===== config.mk =====
export PLATFORM = sky130hd
export DESIGN_NAME = mul_div_unit
export DESIGN_NICKNAME = d
export VERILOG_FILES = /design/src/rtl/mul_div_unit_pkg.sv /design/src/rtl/mul_div_unit_restoring_step.sv /design/src/rtl/mul_div_unit.sv
export SDC_FILE = /design/constraint.sdc
export NUM_CORES = 1
export LEC_CHECK = 0
export BUFFER_PORTS_ARGS = -buffer_cell sky130_fd_sc_hd__buf_2
export CAP_MARGIN = 20
export CELL_PAD_IN_SITES_DETAIL_PLACEMENT = 1
export CELL_PAD_IN_SITES_GLOBAL_PLACEMENT = 1
export CORE_MARGIN = 2
export CORE_UTILIZATION = 44
export CTS_BUF_LIST = sky130_fd_sc_hd__clkbuf_8
export DETAILED_ROUTE_END_ITERATION = 10
export GPL_TIMING_DRIVEN = 1
export PLACE_DENSITY = 0.88
export RECOVER_POWER = 50
export SYNTH_ARGS = -nofsm -noshare
export SYNTH_HDL_FRONTEND = slang
export SYNTH_HIERARCHICAL = 1
export SYNTH_SLANG_ARGS = --single-unit

===== constraint.sdc =====
create_clock -name clk -period 4.41 [get_ports clk]
set_input_delay 0.2205 -clock clk [delete_from_list [all_inputs] [get_ports clk]]
set_output_delay 0.2205 -clock clk [all_outputs]
set_load 0.02 [all_outputs]

===== src/rtl/mul_div_unit_pkg.sv =====
// Shared definitions for the iterative multiply/divide unit and the ALU/control
// code that issues its funct codes.
package mul_div_unit_pkg;

    localparam logic [5:0] FUNCT_MUL = 6'b011000;
    localparam logic [5:0] FUNCT_DIV = 6'b011010;

    typedef enum logic [1:0] {
        IDLE = 2'd0,
        MUL  = 2'd1,
        DIV  = 2'd2,
        DONE = 2'd3
    } state_t;

endpackage


===== src/rtl/mul_div_unit_restoring_step.sv =====
// One restoring-division step: shift in the next dividend bit, subtract the
// divisor if it fits, and report the quotient bit.
module mdu_restoring_step #(
    parameter int WIDTH = 16
) (
    input  logic [WIDTH-1:0] rem_in,
    input  logic             dividend_bit,
    input  logic [WIDTH-1:0] divisor,
    output logic [WIDTH-1:0] rem_out,
    output logic             q_bit
);

    logic [WIDTH:0] shifted;
    logic [WIDTH:0] diff;

    // rem_in < divisor always holds, so the shifted value needs one extra bit
    // and the restored remainder fits back into WIDTH bits.
    assign shifted = {rem_in, dividend_bit};
    assign diff    = shifted - {1'b0, divisor};
    assign q_bit   = (shifted >= {1'b0, divisor});
    assign rem_out = q_bit ? diff[WIDTH-1:0] : shifted[WIDTH-1:0];

endmodule


===== src/rtl/mul_div_unit.sv =====
// Iterative unsigned multiply/divide unit: one bit per cycle, busy while
// iterating, single-cycle done pulse with {hi,lo} result and error flags.
module mul_div_unit
    import mul_div_unit_pkg::*;
#(
    parameter int WIDTH = 16
) (
    input  logic               clk,
    input  logic               rst,
    input  logic               start,
    input  logic [5:0]         funct,
    input  logic [WIDTH-1:0]   a,
    input  logic [WIDTH-1:0]   b,
    output logic               busy,
    output logic               done,
    output logic [2*WIDTH-1:0] result,
    output logic [WIDTH-1:0]   hi,
    output logic [WIDTH-1:0]   lo,
    output logic               div_by_zero,
    output logic               illegal,
    output logic [1:0]         state_dbg
);

    // Handshake: start is accepted only in IDLE or DONE (busy==0); done is a
    // one-cycle pulse and result/flags are valid in that cycle and held after.

    localparam int CW = $clog2(WIDTH) + 1;

    state_t           state;
    state_t           state_next;
    logic [WIDTH-1:0] a_r;
    logic [WIDTH-1:0] b_r;
    logic [WIDTH-1:0] acc_hi;
    logic [WIDTH-1:0] acc_lo;
    logic [CW-1:0]    cnt;
    logic             last_iter;
    logic             idle_like;

    logic [WIDTH-1:0] mul_addend;
    logic [WIDTH:0]   mul_sum;
    logic [WIDTH-1:0] mul_hi_next;
    logic [WIDTH-1:0] mul_lo_next;

    logic [WIDTH-1:0] div_rem_next;
    logic             div_q_bit;
    logic [WIDTH-1:0] div_lo_next;

    assign idle_like = (state == IDLE) || (state == DONE);
    assign last_iter = (cnt == CW'(WIDTH - 1));

    // Shift-add multiply: acc_lo starts as the multiplier and drains LSB first
    // while product bits shift in from the top.
    assign mul_addend  = acc_lo[0] ? a_r : '0;
    assign mul_sum     = {1'b0, acc_hi} + {1'b0, mul_addend};
    assign mul_hi_next = mul_sum[WIDTH:1];
    assign mul_lo_next = {mul_sum[0], acc_lo[WIDTH-1:1]};

    // Restoring divide: acc_hi is the remainder, acc_lo shifts the dividend
    // out MSB first and the quotient in at the bottom.
    mdu_restoring_step #(
        .WIDTH(WIDTH)
    ) u_step (
        .rem_in       (acc_hi),
        .dividend_bit (acc_lo[WIDTH-1]),
        .divisor      (b_r),
        .rem_out      (div_rem_next),
        .q_bit        (div_q_bit)
    );

    assign div_lo_next = {acc_lo[WIDTH-2:0], div_q_bit};

    always_ff @(posedge clk) begin
        if (rst) begin
            state <= IDLE;
        end else begin
            state <= state_next;
        end
    end

    always_comb begin
        state_next = state;
        case (state)
            IDLE, DONE: begin
                if (start) begin
                    if (funct == FUNCT_MUL) begin
                        state_next = MUL;
                    end else if ((funct == FUNCT_DIV) && (b != '0)) begin
                        state_next = DIV;
                    end else begin
                        state_next = DONE;
                    end
                end else begin
                    state_next = IDLE;
                end
            end
            MUL, DIV: begin
                if (last_iter) begin
                    state_next = DONE;
                end
            end
            default: state_next = IDLE;
        endcase
    end

    always_ff @(posedge clk) begin
        if (rst) begin
            a_r         <= '0;
            b_r         <= '0;
            acc_hi      <= '0;
            acc_lo      <= '0;
            cnt         <= '0;
            result      <= '0;
            div_by_zero <= 1'b0;
            illegal     <= 1'b0;
        end else begin
            case (state)
                IDLE, DONE: begin
                    if (start) begin
                        a_r         <= a;
                        b_r         <= b;
                        cnt         <= '0;
                        div_by_zero <= 1'b0;
                        illegal     <= 1'b0;
                        acc_hi      <= '0;
                        if (funct == FUNCT_MUL) begin
                            acc_lo <= b;
                        end else if (funct == FUNCT_DIV) begin
                            acc_lo <= a;
                            if (b == '0) begin
                                result      <= {a, {WIDTH{1'b1}}};
                                div_by_zero <= 1'b1;
                            end
                        end else begin
                            result  <= '0;
                            illegal <= 1'b1;
                        end
                    end
                end
                MUL: begin
                    acc_hi <= mul_hi_next;
                    acc_lo <= mul_lo_next;
                    cnt    <= cnt + CW'(1);
                    if (last_iter) begin
                        result <= {mul_hi_next, mul_lo_next};
                    end
                end
                DIV: begin
                    acc_hi <= div_rem_next;
                    acc_lo <= div_lo_next;
                    cnt    <= cnt + CW'(1);
                    if (last_iter) begin
                        result <= {div_rem_next, div_lo_next};
                    end
                end
                default: begin
                    cnt <= '0;
                end
            endcase
        end
    end

    assign busy      = (state == MUL) || (state == DIV);
    assign done      = (state == DONE);
    assign hi        = result[2*WIDTH-1:WIDTH];
    assign lo        = result[WIDTH-1:0];
    assign state_dbg = state;

endmodule


; ---- After elaboration in Yosys (flattened, before gate mapping)
; Index checks and enable logic that the tools add are counted.
[totals]
mem_count = 0
latchBits = 0
mem_bits_rw = 0
ff_bits = 105
elab_cells = 63
mem_bits_ro = 0
[op_classes]
shifts = 0
order_cmp = 1
add_sub_neg = 3
multipliers = 0
n_eq_ne = 13
bitwise_logic = 0
div = 0
n_mux = 27
reduce_logical = 10
[op_table]
columns = operator, count
row1 = two-way mux 32 bit, 6
row2 = two-way mux 16 bit, 6
row3 = case mux 16 bit (3 select lines), 2
row4 = case mux 32 bit (3 select lines), 1
row5 = adder 16 x 16 -> 17 bit, 1
row6 = >= comparator 17 x 16 -> 1 bit, 1
row7 = zero test 16 bit, 1
row8 = nonzero test 16 bit, 1
row9 = subtractor 16 bit, 1
row10 = "== test 6 x 5 -> 1 bit, second input constant", 2
row11 = case mux 5 bit (2 select lines), 1
row12 = "!= test 2 bit, second input constant", 4
row13 = two-way mux 1 bit, 6
row14 = two-way mux 2 bit, 3
row15 = "!= test 3 bit, second input constant", 2
row16 = "adder 5 x 1 -> 5 bit, second input constant", 1
row17 = "== test 5 x 4 -> 1 bit, second input constant", 1
row18 = two-way mux 5 bit, 1
row19 = AND reduction 5 bit, 1
row20 = "== test 2 bit, second input constant", 2
row21 = case mux 2 bit (2 select lines), 1
row22 = AND reduction 2 bit, 2
row23 = OR reduction 2 bit, 2
row24 = "== test 2 x 1 -> 1 bit, second input constant", 1
row25 = 4 further kinds, 4

; ---- Logic depth before layout (Yosys ltp)
[logic_depth]
ltp_word = 6
ltp_mapped = 14
ltp_nobuf = 12

; ---- Cells and area by module
; The synthesis kept the hierarchy.
[modules_own_cells]
columns = module, cells_per_inst, area_per_inst_um2, n_inst
row1 = mul_div_unit, 693, 5640.4, 1
row2 = mdu_restoring_step, 157, 1229.9, 1

; ---- Worst setup path before layout
; No wires, ideal clock.
[synth_timing]
kind = register to register
from = reg b_r[6]
to = reg result[26]
t_arrival_ps = 3020
n_path_buf = 1
setup_time_ps = 147
path_stages_with_launch = 12
path_slack_ps = 1243
path_cell_list = dfxtp_1 > inv_1 > ha_1 > a211oi_2 > o211ai_2 > a221oi_4 > a211oi_2 > a2111oi_4 > buf_6 > mux2_4 > a211oi_1 > a311oi_2
[synth_between]
elab_chain_cells = 4
elab_cells_between_ends = 5
[synth_rtl]
columns = element, line
row1 = start: declaration, mul_div_unit.sv:32  ; logic [WIDTH-1:0] b_r;
row2 = start signal: assignment, mul_div_unit.sv:108  ; b_r <= '0;
row3 = start signal: assignment, mul_div_unit.sv:120  ; b_r <= b;
row4 = subtractor 16 bit or >= comparator 17 x 16 -> 1 bit (tied branches), "mul_div_unit_restoring_step.sv:19, mul_div_unit_restoring_step.sv:20"
row5 = two-way mux 16 bit (*), mul_div_unit_restoring_step.sv:21  ; assign rem_out = q_bit ? diff[WIDTH-1:0] : shifted[WIDTH-1:0];
row6 = via div_rem_next[10], mul_div_unit.sv:44  ; logic [WIDTH-1:0] div_rem_next;
row7 = two-way mux 32 bit (*), mul_div_unit.sv:151  ; if (last_iter) begin
row8 = case mux 32 bit (3 select lines) (*), mul_div_unit.sv:116  ; case (state)
row9 = end signal: assignment, mul_div_unit.sv:130  ; result <= {a, {WIDTH{1'b1}}};
row10 = end signal: assignment, mul_div_unit.sv:144  ; result <= {mul_hi_next, mul_lo_next};
row11 = end signal: assignment, mul_div_unit.sv:152  ; result <= {div_rem_next, div_lo_next};
row12 = end: declaration, mul_div_unit.sv:16  ; output logic [2*WIDTH-1:0] result,
; Mark *: on every way through the listed nets, which the timed path passes. The rest lies on a longest branch. The select of a mux whose other input is x is not followed.
; A chain may end at the register's enable or synchronous reset.

; ---- Worst setup path after layout
[layout_timing]
from = reg state[0], in the netlist state_dbg[0]
to = reg acc_lo[9]
[layout_between]
elab_chain_cells = 4
elab_cells_between_ends = 9
[layout_rtl]
columns = element, line
row1 = start: declaration, mul_div_unit.sv:29  ; state_t state;
row2 = start signal: assignment, mul_div_unit.sv:76  ; state <= state_next;
row3 = == test 2 bit or zero test 2 bit (tied branches), mul_div_unit.sv:116
row4 = OR reduction 2 bit, mul_div_unit.sv:116
row5 = != test 3 bit (no source line) or != test 2 bit (tied branches), -
row6 = AND reduction 2 bit (no source line), -
row7 = end signal: assignment, mul_div_unit.sv:141  ; acc_lo <= mul_lo_next;
row8 = end signal: assignment, mul_div_unit.sv:149  ; acc_lo <= div_lo_next;
row9 = end: declaration, mul_div_unit.sv:34  ; logic [WIDTH-1:0] acc_lo;
; Parallel ways exist; a longest one is shown, timed or not.

==> reports/metrics.cfg <==
[placement]
gp_congestion = 0.902
dpl.hpwl_mm = 16.6
place_inst = 1074
io_buffers = 110
pre_cts_ws_ns = 0.930

[grt]
track_usage = 0.275
antenna_found_initial = 0
globalRouteOverflowTotal = 0
grt_max_degree = 60
grt_pass1_vias = 6698
grt_pass1_wl_mm = 35.9

[power_and_ir_drop]
p_per_area_mw_per_mm2 = 666
irDropWorstVdd_mv = 0.584
leakagePower_nw = 2.85

[clocking]
cts_num_sinks = 105
hold_buffers = 0
post_cts_buffers = 0
cts_root_buf = clkbuf_8
cts_buffers = 9
cts_tree = done
htreeDepth = 3
clock_path_buffers = 2
cts_resized = 0
clkTransAtPathRegs_ns = 0.12
clock_latency_ns = 0.41

[floorplanning]
start_util = 0.452
die_w_um = 129
placementRows = 45
core_mm2 = 0.0152
io_pins = 111
die_h_um = 129
fp.dieArea_mm2 = 0.0166

[worst_hold_path]
hold_path.class = in2reg
hold_depth = 3

[sta]
finClkSkew_ns = 0.0148
final.setup.worst_slack_ns = 0.832
final_max_slew_viol_count = 0
fmax_mhz = 279
worst_slew_pin_slew_ns = 1.17
finalSetupTns_ns = 0
report.final.setup_viol = 0
timing.final.hold_violations = 0
period_share = 0.811
grt_setup_unrepaired = false
max_slew_margin = 0.220
min_period_ns = 3.58

[critical_path]
critPathKind = reg2reg
cp_num_cells = 8
crit_path_end_kind = register
crit_slowest_cell = clkbuf_1
arrival_ns = 3.92
r2r_cells = 8
crit_fanout = 20
slowest_delay_ns = 0.85
crit_path_frequent_cell = clkbuf_1
required_ns = 4.76
startpoint_type = register
cp.buffers_inverters = 3
path_delay_family = buffers and inverters
crit_chain = inv_1 > ha_1 > clkbuf_1 > nand2_1 > nor4_1 > clkbuf_1 > a221oi_1 > nor2_1

[final_layout]
area_growth_pct = 8.10
final_cell_mix = nand2_1, dfxtp_1, nor2_1
drive_gt1_frac = 0.138
seqCellArea_mm2 = 0.00210
multi_input_area_mm2 = 0.00415
finalNetCount = 978
fillers = 1951
layoutNonFillerInstCount = 1091
layout_commonest_cell = nand2_1
n_antenna_cell = 0

[job]
drv_cap = 0

[yosys]
synth_cell_types = 78
ys_ff_latch = 105
synth_flop_cell = dfxtp_1
yosys_warnings = 6
seq_area_frac_synth = 0.306
synth_area_mm2 = 0.00687
synth.avg_cell_area_um2 = 8.08
postSynthCellCount = 850
synthArstFlopShare = 0
synth_edf_count = 0
syn_nets = 930

[routing]
firstDrtPassIters = 5
wl_per_cell_um = 21.0
ant_nets = 0
via_count = 6717
drt_iter0_markers = 510
routed_wl_mm = 22.9
avgViaCountPerCell = 6.16
drc = 0

[run_status]
status = completed

==> sequential cells by signal, indices dropped and copies added, names as in the netlist <==
signal	cells
result	32
b_r	16
cnt	5
acc_lo	16
state_dbg	2
a_r	16
acc_hi	16
illegal	1
div_by_zero	1
==> worst paths after layout <==
kind         slack, ns        end    startpoint
min reg2reg       0.46     a_r[6]        a_r[6]
max reg2reg       0.83  acc_lo[9]  state_dbg[0]
min               0.07    a_r[12]         a[12]
max               0.83  acc_lo[9]  state_dbg[0]
==> worst register-to-register path, cell delays in order (launching register included) <==
cell and delay [ns]:
dfxtp_1 0.42, inv_1 0.07, ha_1 0.70, clkbuf_1 0.85, nand2_1 0.18, nor4_1 0.28, clkbuf_1 0.68, a221oi_1 0.20
nor2_1 0.14
==> logic make-up (layout without fill, tap and decap cells) <==
group                      after synthesis  count (layout)  synth area share
muxes                                   35              35            0.0597
xor gates and xnor gates                13              13            0.0166
buffers and inverters                  121             174            0.0911
DFF                                    105             105             0.306
AOI/OAI and AO/OA                      252             252             0.264
adders and majority gates               39              39            0.0732
and+or+nand+nor                        285             285             0.189
==> report_power, final <==
part / leakage (nW) / total (mW) / switching [mW] / internal, mW
clock network: 0.121 / 0.736 / 0.399 / 0.337
registers: 0.857 / 1.35 / 0.177 / 1.18
logic: 1.87 / 2.86 / 1.88 / 0.979
total: 2.85 / 4.95 / 2.45 / 2.49
==> per-stage QoR <==
step / utilization / area, um^2 / hold WS (ns) / total power, mW
2_1_floorplan: - / 6870 / 0.356 / 3.63
3_3_place_gp: 0.478 / 7270 / 0.438 / 4.16
3_5_place_dp: 0.478 / 7270 / 0.445 / 4.25
4_1_cts: 0.494 / 7510 / 0.0609 / 4.99
5_1_grt: 0.489 / 7430 / 0.0748 / 5.23
6_report: 0.489 / 7430 / 0.0682 / 4.95
==> synthesized netlist by cell type, drive strengths merged, types with 2 or more instances <==
cell type	n	area, um^2
a211oi	12	100
nand4	6	37.5
a21boi	3	22.5
ha	37	463
mux2i	5	50.1
mux2	30	360
o21a	7	52.6
nor3	9	45.0
xor2	5	43.8
dfxtp	105	2100
nand3	6	30.0
a31oi	3	18.8
o31ai	3	22.5
a21o	6	45.0
a22o	2	17.5
o31a	4	35.0
o22ai	17	113
a21oi	84	424
a221oi	17	166
inv	34	128
a311oi	13	183
clkbuf	36	135
a22oi	21	158
a32oi	5	43.8
nor3b	2	15.0
o211ai	8	70.1
xnor2	8	70.1
buf	51	363
nor4	7	65.1
or3	6	38.8
and2	18	113
nor2b	9	58.8
o21ai	27	135
nand2	117	439
nand2b	3	18.8
nor2	91	342
and4	3	27.5
a211o	4	36.3
and3	4	25.0
a2111oi	4	60.1
fa	2	40.0
==> routing by layer <==
| metal | part of all wire | track usage |
|---|---|---|
| met4 | 0.037 | 0.114 |
| met2 | 0.47 | 0.452 |
| met3 | 0.049 | 0.0499 |
| met5 | 0 | 0 |
| met1 | 0.44 | 0.357 |
==> final cells by class <==
class                           instances  area share
Sequential cell                       105       0.283
Tap cell                              188      0.0317
Clock inverter                          7      0.0157
Inverter                               34      0.0172
Clock buffer                            9      0.0167
Timing Repair Buffer                  124      0.0773
Multi-Input combinational cell        624       0.558
Note: power is estimated with default switching activity, not from simulation.
